## src/rtl/mem_arbiter.sv

```systemverilog
// mem_arbiter: round-robin byte-serial sequencer of the RAM port for the I-fetch and D sides
module mem_arbiter #(
    parameter int         ADDR_W = 32,
    parameter logic [1:0] IO_HI  = 2'b11
) (
    input  logic              clk,
    input  logic              rst,
    input  logic              rdy,
    input  logic              clr,
    input  logic              i_req,
    input  logic [ADDR_W-1:0] i_addr,
    output logic              i_busy,
    output logic              i_done,
    output logic [31:0]       i_data,
    input  logic              d_req,
    input  logic              d_we,
    input  logic [ADDR_W-1:0] d_addr,
    input  logic [2:0]        d_len,
    input  logic [31:0]       d_wdata,
    output logic              d_busy,
    output logic              d_done,
    output logic [31:0]       d_rdata,
    input  logic [7:0]        mem_din,
    input  logic              io_buffer_full,
    output logic [7:0]        mem_dout,
    output logic [ADDR_W-1:0] mem_a,
    output logic              mem_wr
);
    typedef enum logic [1:0] {IDLE, READ, WRITE} state_t;
    state_t state_q, state_d;
    logic i_pend_q, i_pend_d, d_pend_q, d_pend_d, d_we_q, d_we_d;
    logic [ADDR_W-1:0] i_addr_q, i_addr_d, d_addr_q, d_addr_d, mem_a_q, mem_a_d, na;
    logic [2:0] d_len_q, d_len_d, len_q, len_d;
    logic [31:0] d_wdata_q, d_wdata_d, wdata_q, wdata_d, buf_q, buf_d, nbuf;
    logic [31:0] i_data_q, i_data_d, d_rdata_q, d_rdata_d;
    logic last_q, last_d, side_q, side_d;
    logic [1:0] k_q, k_d, kn;
    logic mem_wr_q, mem_wr_d, i_done_q, i_done_d, d_done_q, d_done_d;
    logic [7:0] mem_dout_q, mem_dout_d;
    logic ip, gnt_d, last_byte;

    function automatic logic io_stall(input logic [ADDR_W-1:0] a, input logic full);
        return a[17:16] == IO_HI && full;
    endfunction

    assign i_busy   = i_pend_q | (state_q != IDLE && !side_q);
    assign d_busy   = d_pend_q | (state_q != IDLE && side_q);
    assign i_done   = i_done_q;
    assign d_done   = d_done_q;
    assign i_data   = i_data_q;
    assign d_rdata  = d_rdata_q;
    assign mem_a    = mem_a_q;
    assign mem_wr   = mem_wr_q;
    assign mem_dout = mem_dout_q;

    // next state: request capture, arbitration, byte sequencing, flush
    always_comb begin
        state_d    = state_q;
        i_pend_d   = i_pend_q;
        i_addr_d   = i_addr_q;
        d_pend_d   = d_pend_q;
        d_we_d     = d_we_q;
        d_addr_d   = d_addr_q;
        d_len_d    = d_len_q;
        d_wdata_d  = d_wdata_q;
        last_d     = last_q;
        side_d     = side_q;
        len_d      = len_q;
        wdata_d    = wdata_q;
        buf_d      = buf_q;
        k_d        = k_q;
        mem_a_d    = mem_a_q;
        mem_wr_d   = mem_wr_q;
        mem_dout_d = mem_dout_q;
        i_data_d   = i_data_q;
        d_rdata_d  = d_rdata_q;
        i_done_d   = 1'b0;
        d_done_d   = 1'b0;
        ip         = i_pend_q & ~clr;
        gnt_d      = d_pend_q & (~ip | ~last_q);
        last_byte  = {1'b0, k_q} == len_q - 3'd1;
        kn         = k_q + 2'd1;
        na         = mem_a_q + ADDR_W'(1);
        nbuf       = buf_q | (32'(mem_din) << {k_q, 3'b000});
        case (state_q)
            IDLE: if (ip | d_pend_q) begin
                side_d     = gnt_d;
                last_d     = gnt_d;
                k_d        = 2'd0;
                buf_d      = '0;
                mem_a_d    = gnt_d ? d_addr_q : i_addr_q;
                len_d      = gnt_d ? d_len_q : 3'd4;
                wdata_d    = d_wdata_q;
                mem_dout_d = d_wdata_q[7:0];
                d_pend_d   = d_pend_q & ~gnt_d;
                i_pend_d   = i_pend_q & gnt_d;
                state_d    = (gnt_d && d_we_q) ? WRITE : READ;
                mem_wr_d   = gnt_d && d_we_q && !io_stall(d_addr_q, io_buffer_full);
            end
            READ: if (clr && !side_q) begin
                state_d = IDLE;
            end else if (last_byte) begin
                state_d   = IDLE;
                d_done_d  = side_q;
                i_done_d  = !side_q;
                d_rdata_d = side_q ? nbuf : d_rdata_q;
                i_data_d  = side_q ? i_data_q : nbuf;
            end else begin
                k_d     = kn;
                mem_a_d = na;
                buf_d   = nbuf;
            end
            WRITE: if (!mem_wr_q) begin
                mem_wr_d = !io_stall(mem_a_q, io_buffer_full);
            end else if (last_byte) begin
                mem_wr_d = 1'b0;
                d_done_d = 1'b1;
                state_d  = IDLE;
            end else begin
                k_d        = kn;
                mem_a_d    = na;
                mem_dout_d = 8'(wdata_q >> {kn, 3'b000});
                mem_wr_d   = !io_stall(na, io_buffer_full);
            end
            default: state_d = IDLE;
        endcase
        if (clr) begin
            i_pend_d = 1'b0;
        end else if (i_req && !i_busy) begin
            i_pend_d = 1'b1;
            i_addr_d = i_addr;
        end
        if (d_req && !d_busy) begin
            d_pend_d  = 1'b1;
            d_we_d    = d_we;
            d_addr_d  = d_addr;
            d_len_d   = d_len;
            d_wdata_d = d_wdata;
        end
    end

    // state registers; rdy low freezes everything
    always_ff @(posedge clk) begin
        if (rst) begin
            state_q    <= IDLE;
            i_pend_q   <= 1'b0;
            i_addr_q   <= '0;
            d_pend_q   <= 1'b0;
            d_we_q     <= 1'b0;
            d_addr_q   <= '0;
            d_len_q    <= '0;
            d_wdata_q  <= '0;
            last_q     <= 1'b0;
            side_q     <= 1'b0;
            len_q      <= '0;
            wdata_q    <= '0;
            buf_q      <= '0;
            k_q        <= '0;
            mem_a_q    <= '0;
            mem_wr_q   <= 1'b0;
            mem_dout_q <= '0;
            i_data_q   <= '0;
            d_rdata_q  <= '0;
            i_done_q   <= 1'b0;
            d_done_q   <= 1'b0;
        end else if (rdy) begin
            state_q    <= state_d;
            i_pend_q   <= i_pend_d;
            i_addr_q   <= i_addr_d;
            d_pend_q   <= d_pend_d;
            d_we_q     <= d_we_d;
            d_addr_q   <= d_addr_d;
            d_len_q    <= d_len_d;
            d_wdata_q  <= d_wdata_d;
            last_q     <= last_d;
            side_q     <= side_d;
            len_q      <= len_d;
            wdata_q    <= wdata_d;
            buf_q      <= buf_d;
            k_q        <= k_d;
            mem_a_q    <= mem_a_d;
            mem_wr_q   <= mem_wr_d;
            mem_dout_q <= mem_dout_d;
            i_data_q   <= i_data_d;
            d_rdata_q  <= d_rdata_d;
            i_done_q   <= i_done_d;
            d_done_q   <= d_done_d;
        end
    end
endmodule

```

## config.mk

```make
export PLATFORM = sky130hd
export DESIGN_NAME = mem_arbiter
export DESIGN_NICKNAME = d
export VERILOG_FILES = /design/src/rtl/mem_arbiter.sv
export SDC_FILE = /design/constraint.sdc
export NUM_CORES = 1
export LEC_CHECK = 0
export ABC_AREA = 0
export BUFFER_PORTS_ARGS = -buffer_cell sky130_fd_sc_hd__buf_2
export CORE_MARGIN = 2
export CORE_UTILIZATION = 25
export CTS_CLUSTER_SIZE = 25
export DETAILED_ROUTE_END_ITERATION = 8
export PLACE_DENSITY_LB_ADDON = 0.3
export SYNTH_ARGS = -nofsm -noshare
export SYNTH_HDL_FRONTEND = slang
export SYNTH_SLANG_ARGS = --single-unit
export TNS_END_PERCENT = 5
```

## constraint.sdc

```tcl
create_clock -name clk -period 2.4 [get_ports clk]
set_input_delay 0.24 -clock clk [delete_from_list [all_inputs] [get_ports clk]]
set_output_delay 0.24 -clock clk [all_outputs]
set_load 0.01 [all_outputs]
```

==> results.json <==
{
  "yosysMostFrequentCell": "nand2_1",
  "drt_wl_total_mm": 39.50,
  "htree_levels": 2,
  "num_io_pins": 224,
  "layout_setup_ws_ps": 146.9,
  "tns_ps": 0,
  "syn-num-nets": 1541,
  "placementRows": 79,
  "end_kind": "flop",
  "timing_worst_setup_path_type": "flop to flop",
  "num_antenna_cells": 0,
  "fin_crit_sh_pct": 93.88,
  "cts_tree": "built",
  "holdPathStages": 3,
  "die_y_um": 221.5,
  "p_sw_mw": 2.922,
  "antenna_found_initial": 1,
  "grt_pass1_vias": 10660,
  "r2r_start": "state_q[0]",
  "r2r_cells": 7,
  "drc": 12,
  "dieArea_mm2": 0.04907,
  "wl_per_cell_um": 16.97,
  "viasPerCell": 4.833,
  "overflow": 0,
  "setup_viol": 0,
  "stdcell_count": 2327,
  "first_pass_iters": 7,
  "numCtsBuffers": 35,
  "synth_area_per_cell_um2": 8.330,
  "clk_path_buf_depth": 3,
  "synthCells": 1420,
  "peakVddDrop_v": 0.0003729,
  "synth_top_cell_by_area": "dfxtp_1",
  "met2_usage_pct": 24.76,
  "hold_start": "i_addr[17]",
  "grt_pass1_wl_mm": 61.53,
  "synth_top_area_share_pct": 47.56,
  "cts_resized": 0,
  "p_int_mw": 8.797,
  "synthArstFlopShare_pct": 0,
  "synth_edf_count": 0,
  "drv_slew": 0,
  "hold_path_class": "input port to flop",
  "gr-usage-all-layers_pct": 15.65,
  "post-place-cells": 2169,
  "portBuffers": 223,
  "met1_usage_pct": 21.58,
  "drt_iter0_drc": 749,
  "utilization_pct": 34.07,
  "start_kind": "flop",
  "reg2reg_to": "mem_a[12]",
  "p_per_area_mw_per_mm2": 737.2,
  "clkLatencyLatePin_ps": 550,
  "gp_congestion": 0.8585,
  "yosysUniqueCellTypes": 65,
  "drive_above_1_share_pct": 22.91,
  "clk_pin_slew_ps": 60,
  "vias": 11250,
  "ys_top_cells_by_count": "289 x nand2_1, 281 x dfxtp_1, 209 x a21oi_1, 123 x nor2_1, 85 x clkbuf_1",
  "busiest_layer": "met2",
  "grtUsageMet3_pct": 2.849,
  "synth_seq_cells": 281,
  "min_to": "i_addr_q[17]",
  "min_period_ps": 2253,
  "seq_area_frac_synth_pct": 47.56,
  "crit_fanout": 9,
  "clock.fmax_ghz": 0.4438,
  "combPwrFrac_pct": 10.7,
  "syn2layout_area_growth_pct": 34.39,
  "worst_pin_slew_ps": 915.9,
  "synth_area_mm2": 0.01183,
  "dpl.hpwl_mm": 26.87,
  "maxCapViolCount": 0,
  "ant_nets": 0,
  "finalHoldViolations": 0,
  "yosys_warnings": 0,
  "synth.area.top_cells": "dfxtp_1 48%, nand2_1 9.2%, a21oi_1 8.8%",
  "failed_checks": "DRC",
  "rsz0062_at_grt": "false",
  "crit_required_ps": 2860,
  "max_slew_margin_pct": 38.71,
  "initial_core_util_pct": 25.35,
  "finalNetCount": 1818,
  "grt_max_degree": 135,
  "post-place-ws_ps": 139.6,
  "switching_share_pct": 24.93,
  "fin_skew_ps": 35.22,
  "leakagePower_nw": 5.945,
  "status": "finished, violations left",
  "die_w_um": 221.5,
  "synthFlopType": "dfxtp_1",
  "pwr-share-clk_pct": 47.3,
  "cts_root_buffer": "clkbuf_16",
  "reg2reg_slack_ps": 150,
  "hold_ws_ps": 67.61,
  "crit_arrival_ps": 2710,
  "core_mm2": 0.04665,
  "pwr-share-seq_pct": 42.0,
  "clock_sinks": 281
}
layout by cell type (no fill, tap or decap), types with 4 or more instances in the layout:
cell           count
a21oi_1          208
o32ai_1            8
nand4_1           12
nor4_1             7
o31ai_1           10
inv_1             20
nor2_1           123
a211oi_2          17
ha_1               6
mux2_2            18
clkinv_2           5
buf_2            222
or3_1              5
a22oi_1            4
buf_4             35
bufinv_16          5
dlygate4sd3_1     98
mux2i_1           12
buf_12            14
mux4_2             8
nor2b_1            4
a31oi_1           35
o22ai_1           10
a211oi_1          76
clkbuf_8           7
o21ai_0           26
clkbuf_16         36
dfxtp_1          281
and3_1             9
nand2_1          289
nor3_1             9
and4_1             4
nand3_1           31
area by class of cell:
| class | instances | area [um2] |
|---|---|---|
| tap | 607 | 759.5 |
| clock buffer | 45 | 994.7 |
| timing repair buffer | 370 | 2649 |
| inverter | 20 | 75.07 |
| clock inverter | 15 | 222.7 |
| sequential | 281 | 5625 |
| multi-input combinational | 989 | 5570 |
| fill | 4895 | 30760 |
sequential cells by signal, indices dropped and copies added (netlist names), 3 cells and up:
| register | cells |
|---|---|
| buf_q | 32 |
| d_addr_q | 32 |
| d_len_q | 3 |
| d_rdata | 32 |
| d_wdata_q | 32 |
| i_addr_q | 32 |
| i_data | 32 |
| len_q | 3 |
| mem_a | 32 |
| mem_dout | 8 |
| wdata_q | 32 |
through the flow:
stage          area, um2  power [mW]
2_1_floorplan      11830       5.663
3_5_place_dp       13700       6.143
5_1_grt            15900       12.20
4_1_cts            15900       11.88
3_3_place_gp       13700       6.128
6_report           15900       11.72
power by group through the flow:
stage / sequential [mW] / clock, mW / combinational (mW)
2_1_floorplan: 5.01 / 0 / 0.651
5_1_grt: 4.94 / 5.90 / 1.36
3_3_place_gp: 5.02 / 0 / 1.11
6_report: 4.92 / 5.55 / 1.25
4_1_cts: 4.92 / 5.71 / 1.25
3_5_place_dp: 5.02 / 0 / 1.12
per-layer routing:
layer,wire length [um],share of wire (%),vias up
li1,-,-,5568
met1,18730,47,5322
met2,17780,45,302
met3,2047,5.2,55
met4,947,2.4,0
met5,0,0,-
worst max-delay path: stages (launching register included):
cell and delay [ps]:
dfxtp_1 390, inv_1 80, ha_1 210, nor2b_1 140
or2_1 280, a2111o_1 510, a211o_1 290, a221oi_2 260
cell families after synthesis:
family,synth area share [%]
AOI/OAI and AO/OA,22.94
xor gates and xnor gates,0.4126
adders and majority gates,0.6346
buffers and inverters,5.532
DFF,47.56
muxes,4.252
and+or+nand+nor,18.67
how the worst max path moves through the flow:
stage	startpoint	to	slack (ps)
after floorplan	state_q[0]	mem_a[17]	240
after global placement	state_q[0]	mem_a[12]	220
after detailed placement	state_q[0]	mem_a[12]	140
after CTS	state_q[0]	mem_a[12]	120
after global routing	state_q[0]	mem_a[14]	4
final	state_q[0]	mem_a[12]	150
timing repair:
item	in CTS	in global routing
endpoints found under the hold margin	98	0
hold buffers	98	0
endpoints found under the setup margin	0	5
buffers inserted	0	0
Power figures use the tool's default switching activity.
